### config.mk
export PLATFORM = sky130hd
export DESIGN_NAME = dtree_feature_loader_flat
export DESIGN_NICKNAME = d
export VERILOG_FILES = /design/src/rtl/dtree_pkg.sv /design/src/rtl/dtree_feature_loader_if.sv /design/src/rtl/dtree_feature_loader.sv /design/src/flat_wrapper.sv
export SDC_FILE = /design/constraint.sdc
export NUM_CORES = 1
export LEC_CHECK = 0
export ABC_CLOCK_PERIOD_IN_PS = 9500
export BUFFER_PORTS_ARGS = -buffer_cell sky130_fd_sc_hd__buf_4
export CAP_MARGIN = 40
export CORE_MARGIN = 2
export CORE_UTILIZATION = 58
export DETAILED_ROUTE_END_ITERATION = 12
export PLACE_DENSITY = 0.93
export SETUP_SLACK_MARGIN = 0.1
export SYNTH_ARGS = -nofsm -noshare
export SYNTH_HDL_FRONTEND = slang
export SYNTH_SLANG_ARGS = --single-unit
export TNS_END_PERCENT = 20
### constraint.sdc
create_clock -name clk -period 9.5 [get_ports clk]
set_clock_uncertainty 0.2 [all_clocks]
set_input_delay 1.425 -clock clk [delete_from_list [all_inputs] [get_ports clk]]
set_output_delay 1.425 -clock clk [all_outputs]
set_load 0.02 [all_outputs]
### src/rtl/dtree_pkg.sv
// dtree_pkg: shared constants and types for the decision-tree feature loader.
// Holds the frame geometry (NUM_FEATURES, NUM_SEL, CLASS_W), the ascending
// table of raw feature indices the tree consumes (SEL_IDX) and the loader
// state encoding.
// Optional feature macro: FRAME_CHECK_EN (adds the DRAIN state).
package dtree_pkg;

  localparam int NUM_FEATURES = 279;
  localparam int NUM_SEL      = 45;
  localparam int CLASS_W      = 5;

  // Raw frame positions captured into slots 0..NUM_SEL-1, strictly ascending.
  localparam logic [8:0] SEL_IDX [NUM_SEL] = '{
    9'd0,   9'd2,   9'd5,   9'd9,   9'd10,  9'd12,  9'd13,  9'd50,  9'd55,
    9'd74,  9'd91,  9'd124, 9'd139, 9'd147, 9'd164, 9'd170, 9'd171, 9'd175,
    9'd180, 9'd184, 9'd186, 9'd190, 9'd195, 9'd199, 9'd205, 9'd209, 9'd216,
    9'd221, 9'd222, 9'd235, 9'd236, 9'd240, 9'd246, 9'd251, 9'd255, 9'd256,
    9'd257, 9'd258, 9'd261, 9'd264, 9'd265, 9'd271, 9'd274, 9'd275, 9'd276
  };

  typedef enum logic [1:0] {
    ST_COLLECT = 2'd0,
    ST_EVAL    = 2'd1,
    ST_HOLD    = 2'd2
`ifdef FRAME_CHECK_EN
    , ST_DRAIN = 2'd3
`endif
  } state_e;

endpackage

### src/rtl/dtree_feature_loader_if.sv
// dtree_feature_loader_if: bundles the byte stream, the tree-facing feature
// bank/class pair and the result stream of the feature loader.
//   s_valid/s_ready/s_data/s_last : byte-serial frame input
//   feat_vec / tree_class         : captured features out, tree class back
//   m_valid/m_ready/m_class       : registered result stream
//   frame_err                     : one-cycle malformed-frame pulse
// modport slave  : the loader itself
// modport master : the surrounding system (byte source, tree, consumer)
interface dtree_feature_loader_if;
  import dtree_pkg::*;

  logic                   s_valid;
  logic                   s_ready;
  logic [7:0]             s_data;
  logic                   s_last;
  logic [NUM_SEL*8-1:0]   feat_vec;
  logic [CLASS_W-1:0]     tree_class;
  logic                   m_valid;
  logic                   m_ready;
  logic [CLASS_W-1:0]     m_class;
  logic                   frame_err;

  modport slave (
    input  s_valid, s_data, s_last, tree_class, m_ready,
    output s_ready, feat_vec, m_valid, m_class, frame_err
  );

  modport master (
    output s_valid, s_data, s_last, tree_class, m_ready,
    input  s_ready, feat_vec, m_valid, m_class, frame_err
  );

endinterface

### src/rtl/dtree_feature_loader.sv
// dtree_feature_loader: accepts one byte-serial frame of NUM_FEATURES raw
// features, keeps only the SEL_IDX positions in a parallel register bank
// (feat_vec), waits one cycle for the external combinational tree to settle,
// registers its class and offers it on a valid/ready result port.
// Ports: clk, rst_n (async, active-low) and the interface modport bus.slave
// (stream in, feature bank/tree class, result out, frame_err).
// Optional feature macro: FRAME_CHECK_EN -- checks s_last against the frame
// length, pulses frame_err on a mismatch and drains over-long frames.
module dtree_feature_loader
  import dtree_pkg::*;
(
  input  logic                   clk,
  input  logic                   rst_n,
  dtree_feature_loader_if.slave  bus
);

  localparam logic [8:0] LAST_IDX = 9'(NUM_FEATURES - 1);
  localparam logic [5:0] SEL_END  = 6'(NUM_SEL);

  state_e                 state_q;
  logic [8:0]             idx_q;
  logic [5:0]             sel_ptr_q;
  logic [NUM_SEL*8-1:0]   feat_q;
  logic [CLASS_W-1:0]     m_class_q;
  logic                   m_valid_q;
  logic                   s_ready_q;
  logic                   xfer;
  logic                   sel_hit;

  assign xfer    = bus.s_valid && s_ready_q;
  // sel_ptr is range-checked first so the table lookup is only meaningful in range.
  assign sel_hit = (sel_ptr_q < SEL_END) && (idx_q == SEL_IDX[sel_ptr_q]);

  assign bus.s_ready  = s_ready_q;
  assign bus.feat_vec = feat_q;
  assign bus.m_valid  = m_valid_q;
  assign bus.m_class  = m_class_q;

`ifdef FRAME_CHECK_EN
  logic frame_err_q;
  assign bus.frame_err = frame_err_q;
`else
  // s_last carries no meaning when frames are delimited by count alone.
  logic unused_s_last;
  assign unused_s_last = bus.s_last;
  assign bus.frame_err = 1'b0;
`endif

  // Loader FSM: byte capture, class registration and result handshake.
  always_ff @(posedge clk or negedge rst_n) begin
    if (!rst_n) begin
      state_q     <= ST_COLLECT;
      idx_q       <= 9'd0;
      sel_ptr_q   <= 6'd0;
      feat_q      <= '0;
      m_class_q   <= '0;
      m_valid_q   <= 1'b0;
      s_ready_q   <= 1'b1;
`ifdef FRAME_CHECK_EN
      frame_err_q <= 1'b0;
`endif
    end else begin
`ifdef FRAME_CHECK_EN
      frame_err_q <= 1'b0;
`endif
      case (state_q)
        ST_COLLECT: begin
          if (xfer) begin
            if (sel_hit) begin
              for (int k = 0; k < NUM_SEL; k++) begin
                if (sel_ptr_q == 6'(k)) begin
                  feat_q[k*8 +: 8] <= bus.s_data;
                end
              end
              sel_ptr_q <= sel_ptr_q + 6'd1;
            end
            if (idx_q == LAST_IDX) begin
`ifdef FRAME_CHECK_EN
              if (bus.s_last) begin
                state_q   <= ST_EVAL;
                s_ready_q <= 1'b0;
              end else begin
                state_q   <= ST_DRAIN;
              end
`else
              state_q   <= ST_EVAL;
              s_ready_q <= 1'b0;
`endif
            end else begin
`ifdef FRAME_CHECK_EN
              // Early s_last: these clears override the capture increment above.
              if (bus.s_last) begin
                frame_err_q <= 1'b1;
                idx_q       <= 9'd0;
                sel_ptr_q   <= 6'd0;
              end else begin
                idx_q <= idx_q + 9'd1;
              end
`else
              idx_q <= idx_q + 9'd1;
`endif
            end
          end
        end
        ST_EVAL: begin
          // feat_vec has been stable for a full cycle, so tree_class is settled.
          m_class_q <= bus.tree_class;
          m_valid_q <= 1'b1;
          state_q   <= ST_HOLD;
        end
        ST_HOLD: begin
          if (bus.m_ready) begin
            m_valid_q <= 1'b0;
            idx_q     <= 9'd0;
            sel_ptr_q <= 6'd0;
            s_ready_q <= 1'b1;
            state_q   <= ST_COLLECT;
          end
        end
`ifdef FRAME_CHECK_EN
        ST_DRAIN: begin
          if (xfer && bus.s_last) begin
            frame_err_q <= 1'b1;
            idx_q       <= 9'd0;
            sel_ptr_q   <= 6'd0;
            state_q     <= ST_COLLECT;
          end
        end
`endif
        default: begin
          state_q   <= ST_COLLECT;
          idx_q     <= 9'd0;
          sel_ptr_q <= 6'd0;
          m_valid_q <= 1'b0;
          s_ready_q <= 1'b1;
        end
      endcase
    end
  end

endmodule

### src/flat_wrapper.sv
// flat-port wrapper written by rule: the top's interface ports become plain ports
module dtree_feature_loader_flat import dtree_pkg::*;
  (clk, rst_n, bus_s_valid, bus_s_data, bus_s_last, bus_tree_class, bus_m_ready, bus_s_ready, bus_feat_vec, bus_m_valid, bus_m_class, bus_frame_err);
  dtree_feature_loader_if bus_i ();
  input  logic clk;
  input  logic rst_n;
  input wire logic [$bits(bus_i.s_valid)-1:0] bus_s_valid;
  input wire logic [$bits(bus_i.s_data)-1:0] bus_s_data;
  input wire logic [$bits(bus_i.s_last)-1:0] bus_s_last;
  input wire logic [$bits(bus_i.tree_class)-1:0] bus_tree_class;
  input wire logic [$bits(bus_i.m_ready)-1:0] bus_m_ready;
  output wire logic [$bits(bus_i.s_ready)-1:0] bus_s_ready;
  output wire logic [$bits(bus_i.feat_vec)-1:0] bus_feat_vec;
  output wire logic [$bits(bus_i.m_valid)-1:0] bus_m_valid;
  output wire logic [$bits(bus_i.m_class)-1:0] bus_m_class;
  output wire logic [$bits(bus_i.frame_err)-1:0] bus_frame_err;
  assign bus_i.s_valid = bus_s_valid;
  assign bus_i.s_data = bus_s_data;
  assign bus_i.s_last = bus_s_last;
  assign bus_i.tree_class = bus_tree_class;
  assign bus_i.m_ready = bus_m_ready;
  assign bus_s_ready = bus_i.s_ready;
  assign bus_feat_vec = bus_i.feat_vec;
  assign bus_m_valid = bus_i.m_valid;
  assign bus_m_class = bus_i.m_class;
  assign bus_frame_err = bus_i.frame_err;
  dtree_feature_loader u_core (.clk(clk), .rst_n(rst_n), .bus(bus_i));
endmodule
Word level (Yosys, flattened, before mapping)
Memory sizes are Yosys's and may differ from the RTL's.
Cells that the tools add are included.
{"block": "totals", "out_inout_bits": 368, "reg_bits": 384, "input_bits": 18, "rom_bits": 576, "memories": 1, "elab_cells": 186}
{"memory": "(name not given)", "words": 64, "word_bits": 9, "read_ports": 1, "rd_ports_with_merged_regs": 0, "wr": 0, "line_no": "dtree_feature_loader.sv:32", "rtl": "assign sel_hit = (sel_ptr_q < SEL_END) && (idx_q == SEL_IDX[sel_ptr_q]);"}
{"block": "classes", "n_eq_ne": 53, "add_sub_neg": 2, "muxes": 20, "n_reduce_logical": 54, "n_lt_le_gt_ge": 2, "bitwise": 3}
{"op": "$reduce_and 4->1", "count": 48}
{"op": "$eq 6x5->1 const B", "count": 16}
{"op": "$eq 6x6->1 const B", "count": 13}
{"op": "$eq 6x4->1 const B", "count": 8}
{"op": "$mux 9", "count": 5}
{"op": "$pmux 9 s3", "count": 1}
{"op": "$eq 6x3->1 const B", "count": 4}
{"op": "$mux 6", "count": 3}
{"op": "$pmux 6 s3", "count": 1}
{"op": "$eq 6x2->1 const B", "count": 2}
{"op": "$add 9x1->9 const B", "count": 1}
{"op": "$eq 9x9->1", "count": 1}
{"op": "$eq 9x9->1 const B", "count": 1}
{"op": "$ge 7x7->1 const B", "count": 1}
{"op": "$not 6->7", "count": 1}
{"op": "$add 6x1->6 const B", "count": 1}
{"op": "$eq 6x1->1 const B", "count": 1}
{"op": "$logic_not 6->1", "count": 1}
{"op": "$lt 6x6->1 const B", "count": 1}
{"op": "$mux 2", "count": 3}
{"op": "$ne 2x1->1 const B", "count": 3}
{"op": "$pmux 1 s3", "count": 2}
{"op": "$pmux 2 s3", "count": 1}
{"op": "$mux 1", "count": 4}
{"op": "other kinds (8)", "count": 11}

Logic depth before layout (Yosys ltp)
{"block": "depth", "ltp_word": 9, "mapped_depth": 14, "depth_no_buf": 10}

Least setup slack after synthesis
No wires, ideal clock.
{"block": "synth_timing", "path_type": "flip-flop to flip-flop", "start": "register u_core.sel_ptr_q[0]", "end": "register u_core.feat_q[248], in the netlist u_core.bus.feat_vec[248]", "setup_time_ns": 0.125, "synth_period_minus_slack_ns": 4.210, "stages_incl_launch_ff": 15, "arrival_time_ns": 3.886, "path_buffers": 4, "required_time_ns": 9.175, "slack_ns": 5.290, "path_cell_list": "dfrtp_1 clkbuf_1 inv_1 ha_1 buf_1 or2_2 a211oi_1 xnor2_1 o2111ai_1 a2111o_1 or4_1 buf_4 buf_8 nor4_4 mux2_2"}
{"block": "synth_via", "elab_chain_cells": 7, "elab_cells_between_ends": 9, "cone_classes": "order compare (1); eq/ne (2); mux (2); bitwise (1); reduce/logical (2); memory (1)"}
{"item": "start: declaration", "line_no": "dtree_feature_loader.sv:22", "rtl": "logic [5:0] sel_ptr_q;"}
{"item": "start signal: assignment", "line_no": "dtree_feature_loader.sv:75", "rtl": "sel_ptr_q <= sel_ptr_q + 6'd1;"}
{"item": "$not 6->7 (implied by the code)", "line_no": "dtree_feature_loader.sv:32"}
{"item": "$mem_v2 64x9"}
{"item": "$mux 9 (implied by the code) (2 in a row)", "line_no": "dtree_feature_loader.sv:32"}
{"item": "$eq 9x9->1", "line_no": "dtree_feature_loader.sv:32"}
{"item": "$logic_and 1x1->1", "line_no": "dtree_feature_loader.sv:32"}
{"item": "$reduce_and 4->1 (no source line) *"}
{"item": "end signal: indexed assignment", "line_no": "dtree_feature_loader.sv:72", "rtl": "feat_q[k*8 +: 8] <= bus.s_data;"}
{"item": "end: declaration", "line_no": "dtree_feature_loader.sv:23", "rtl": "logic [NUM_SEL*8-1:0] feat_q;"}
Every way passes the cells marked *; elsewhere a longest branch is shown, timed or not. The select of a mux whose other input is x is not followed.
A chain may end at the register's enable or synchronous reset.

Worst setup path after layout
{"block": "layout_timing", "start": "register u_core.sel_ptr_q[1]", "end": "register u_core.feat_q[51], in the netlist u_core.bus.feat_vec[51]"}
The elaborated chain is that of the path after synthesis.

==> qor.csv <==
stage;metric;value;unit
finish;number of diodes;0;
synth;Most used DFF post-synth;dfrtp_1;
detailed_routing;Initial DRT Pass Iterations;5;
floorplan;Die Y;172;um
clocking;CTS tree;done;
worst_setup_path;R2R Path End;u_core.bus.feat_vec[51]$_DFFE_PN0P_;
place;Port Buffers;383;
power_and_ir_drop;PwrDens;177;mW/mm^2
grt;initial antenna violation count;0;
floorplan;DIE WIDTH;172;um
worst_setup_path;reg2reg start;u_core.sel_ptr_q[1]$_DFFE_PN0P_;
power_and_ir_drop;Lkg Pwr;11.1;nW
floorplan;effective utilization at floorplan;59.0;%
floorplan;I/O pins;386;
synth;syn nets;1109;
synth;Yosys reg bits;384;
worst_setup_path;Critical Path Sink Type;flop;
clocking;Root Driver;clkbuf_16;
synth;Unique masters post-synth;53;
clocking;Setup Fix Bufs, Post-CTS;0;
detailed_routing;# DRC;0;
finish;layout net count;1472;
detailed_routing;remaining antenna violation count;0;
finish;fill cell count;1667;
hold_path;hold path start;u_core.bus.m_valid$_DFFE_PN0P_;
flow_run;Max-Cap Viols;0;
worst_setup_path;CP required;9.72;ns
floorplan;Core ar.;0.0278;mm^2
detailed_routing;final wirelength;47700;um
grt;largest net degree at the start of global routing;182;
clocking;Hold Buf Count CTS;0;
floorplan;die area;0.0296;mm^2
grt;Total GRT Usage;32.4;%
place;placed cell area;0.0195;mm^2
grt;vias in the first global route;11800;
hold_path;Hold Crit Endpoint;u_core.bus.m_valid$_DFFE_PN0P_;
sta;Final Max Slew Viols;0;
detailed_routing;vias per cell;5.90;
synth;Yosys Warn Count;0;
place;GP Congestion;0.920;
finish;post-layout util;75.0;%
power_and_ir_drop;Worst VDD drop;0.170;mV
hold_path;HP Class;reg2reg;
grt;GRT overflow;0;
clocking;PostCTS Resize Cnt;0;
sta;Least-Margin Pin Slew;1.02;ns
finish;fin area;0.0208;mm^2
detailed_routing;initial drt markers;655;
synth;mapped cell area;0.0164;mm^2
worst_setup_path;Critical Path AT;5.67;ns
synth;Syn Inst Count;1075;
clocking;clock latency on the worst-skew pair;0.52;ns
worst_setup_path;r2r setup slk;4.05;ns
synth;Post-synth EDFFs;0;
finish;Area Growth Syn to Fin;27.0;%
sta;unrepaired setup endpoints after global routing;no;
sta;# setup viols final;0;
sta;Setup TNS;0;ns
synth;Seq/Total Area, Yosys;58.6;%
sta;Hold Violations, Final;0;
finish;Reg area;0.00961;mm^2
clocking;clock slew at reported path FFs;0.07;ns
synth;Avg Inst Size Synth;15.2;um^2
floorplan;Core Rows;61;
worst_setup_path;crit-path max FO;28;
synth;Synth area leaders;dfrtp_1, mux2_2, nor4_4;
clocking;TritonCTS Buffers;39;
worst_setup_path;kind of critical path;reg2reg;
grt;first-pass GRT wire length;71400;um
synth;Yosys top cell area share;58.5;%
worst_setup_path;Setup crit start kind;flop;
clocking;H-tree depth;2;
place;Post-DP HPWL;30100;um
sta;achievable frequency;183;MHz
worst_setup_path;Critical Path Max Stage Delay;0.81;ns
detailed_routing;Vias;10900;
hold_path;WHS Path Cells;2;
detailed_routing;wire per inst;25.8;um
finish;share of post-route cells with drive strength above 1;59.3;%
clocking;maximum clock insertion buffer count;3;
run_status;status;finished, final reports clean;
clocking;Sink Count;384;
synth;ys async rst share;100;%
worst_setup_path;CP max stage cell;nor4_4;
power_and_ir_drop;final total power;3.69;mW
sta;max_slew headroom;32.3;%
sta;Final min period;5.45;ns
synth;biggest area consumer among synthesized cells;dfrtp_1;
worst_setup_path;Register-to-Register Path Depth;11;
sta;Tcrit/Tclk final;57.4;%
worst_setup_path;Critical Path, Cell by Cell;inv_1, ha_1, or2_2, a211oi_1, xnor2_1, o2111ai_1, a2111o_1, or4_4, buf_4, nor4_4, mux2_2;
finish;Multi-input gate area;0.00642;mm^2
[power breakdown]
part | internal (mW) | total (mW) | leakage [nW] | switching (mW)
clock network | 0.939 | 1.58 | 0.651 | 0.640
registers | 1.65 | 1.69 | 5.34 | 0.0314
logic | 0.110 | 0.428 | 5.07 | 0.318
[per-stage QoR]
step / instances / setup WS, ns / hold WS, ns
finish: 1847 / 4.05 / 0.296
global route: 1847 / 3.87 / 0.320
CTS: 1847 / 4.13 / 0.300
detailed placement: 1775 / 4.17 / 0.286
global placement: 1775 / 4.24 / 0.270
floorplan: 1075 / 5.29 / 0.339
[cell usage after synthesis (all sizes together), types with 2 or more instances]
| cell | n |
|---|---|
| a211o | 2 |
| a211oi | 5 |
| a21oi | 10 |
| a311oi | 3 |
| and2 | 3 |
| and3 | 4 |
| buf | 24 |
| clkbuf | 45 |
| dfrtp | 383 |
| ha | 16 |
| inv | 11 |
| mux2 | 366 |
| mux2i | 9 |
| mux4 | 2 |
| nand2 | 25 |
| nand2b | 12 |
| nand3 | 20 |
| nand4 | 3 |
| nor2 | 25 |
| nor2b | 8 |
| nor3 | 3 |
| nor4 | 46 |
| o21ai | 9 |
| o22ai | 2 |
| o31a | 3 |
| o31ai | 3 |
| or2 | 2 |
| or3 | 3 |
| or4 | 3 |
| xnor2 | 3 |
| xor2 | 7 |
[registers in the layout (all words and copies together) (netlist names)]
name	cells
u_core.bus.feat_vec	360
u_core.idx_q	9
u_core.sel_ptr_q	6
u_core.bus.m_class	5
u_core.state_q	2
u_core.bus.m_valid	1
u_core.bus.s_ready	1
[how the worst max path moves through the flow]
stage	start	end	slack (ns)	cells after the start
after global placement	u_core.sel_ptr_q[1]$_DFFE_PN0P_	u_core.bus.feat_vec[105]$_DFFE_PN0P_	4.24	11
after detailed placement	u_core.sel_ptr_q[1]$_DFFE_PN0P_	u_core.bus.feat_vec[124]$_DFFE_PN0P_	4.17	11
after floorplan	u_core.sel_ptr_q[0]$_DFFE_PN0P_	u_core.bus.feat_vec[248]$_DFFE_PN0P_	5.29	14
after CTS	u_core.sel_ptr_q[1]$_DFFE_PN0P_	u_core.bus.feat_vec[51]$_DFFE_PN0P_	4.13	11
final	u_core.sel_ptr_q[1]$_DFFE_PN0P_	u_core.bus.feat_vec[51]$_DFFE_PN0P_	4.05	11
after global routing	u_core.sel_ptr_q[0]$_DFFE_PN0P_	u_core.bus.feat_vec[53]$_DFFE_PN0P_	3.87	11
[cell usage in the layout, fill, tap and decap left out, drive strengths merged, types with 4 or more instances in the layout]
cell and count:
nand2 25, nand2b 12, nor4 46, a21oi 10
clkinv 12, and3 4, nor2b 8, nand3 20
xor2 7, dfrtp 383, a211oi 5, nor2 25
mux2i 9, buf 391, clkbuf 52, inv 12
o21ai 9, ha 16, bufinv 5, mux2 366
[cells by family (layout without fill, tap and decap cells)]
group | Yosys count | in the layout | synth area share (%)
xor+xnor | 10 | 10 | 0.534
buf+inv | 80 | 474 | 2.28
compound gates | 47 | 47 | 1.99
flops | 384 | 384 | 58.6
mux | 377 | 377 | 26.0
simple gates | 160 | 160 | 9.36
fa+ha+maj | 16 | 16 | 1.22
other cells | 1 | 1 | 0.0229
[metal layers]
metal	up-vias	track usage (%)	share of wire, %
li1	4575	-	-
met1	5659	39.8	38
met2	488	53.3	49
met3	172	7.85	6.6
met4	0	17.1	5.7
met5	-	0	0
[area by class of cell]
cell class,instances,share of cell area (%)
clock buffer,52,5.17
clock inverter,20,1.18
inverter,11,0.198
multi-input combinational,611,30.8
sequential,384,46.2
tap,378,2.27
timing repair buffer,391,14.2
[critical path, delay by kind of cell, from the launching register on]
kind,cells,cell delay (ns)
xor gates and xnor gates,1,0.16
AOI/OAI and AO/OA,3,0.80
adders and majority gates,1,0.43
buffers and inverters,2,0.73
DFF,1,0.61
and+or+nand+nor,3,1.94
muxes,1,0.43
No activity file was read; power rests on OpenSTA's default activity.
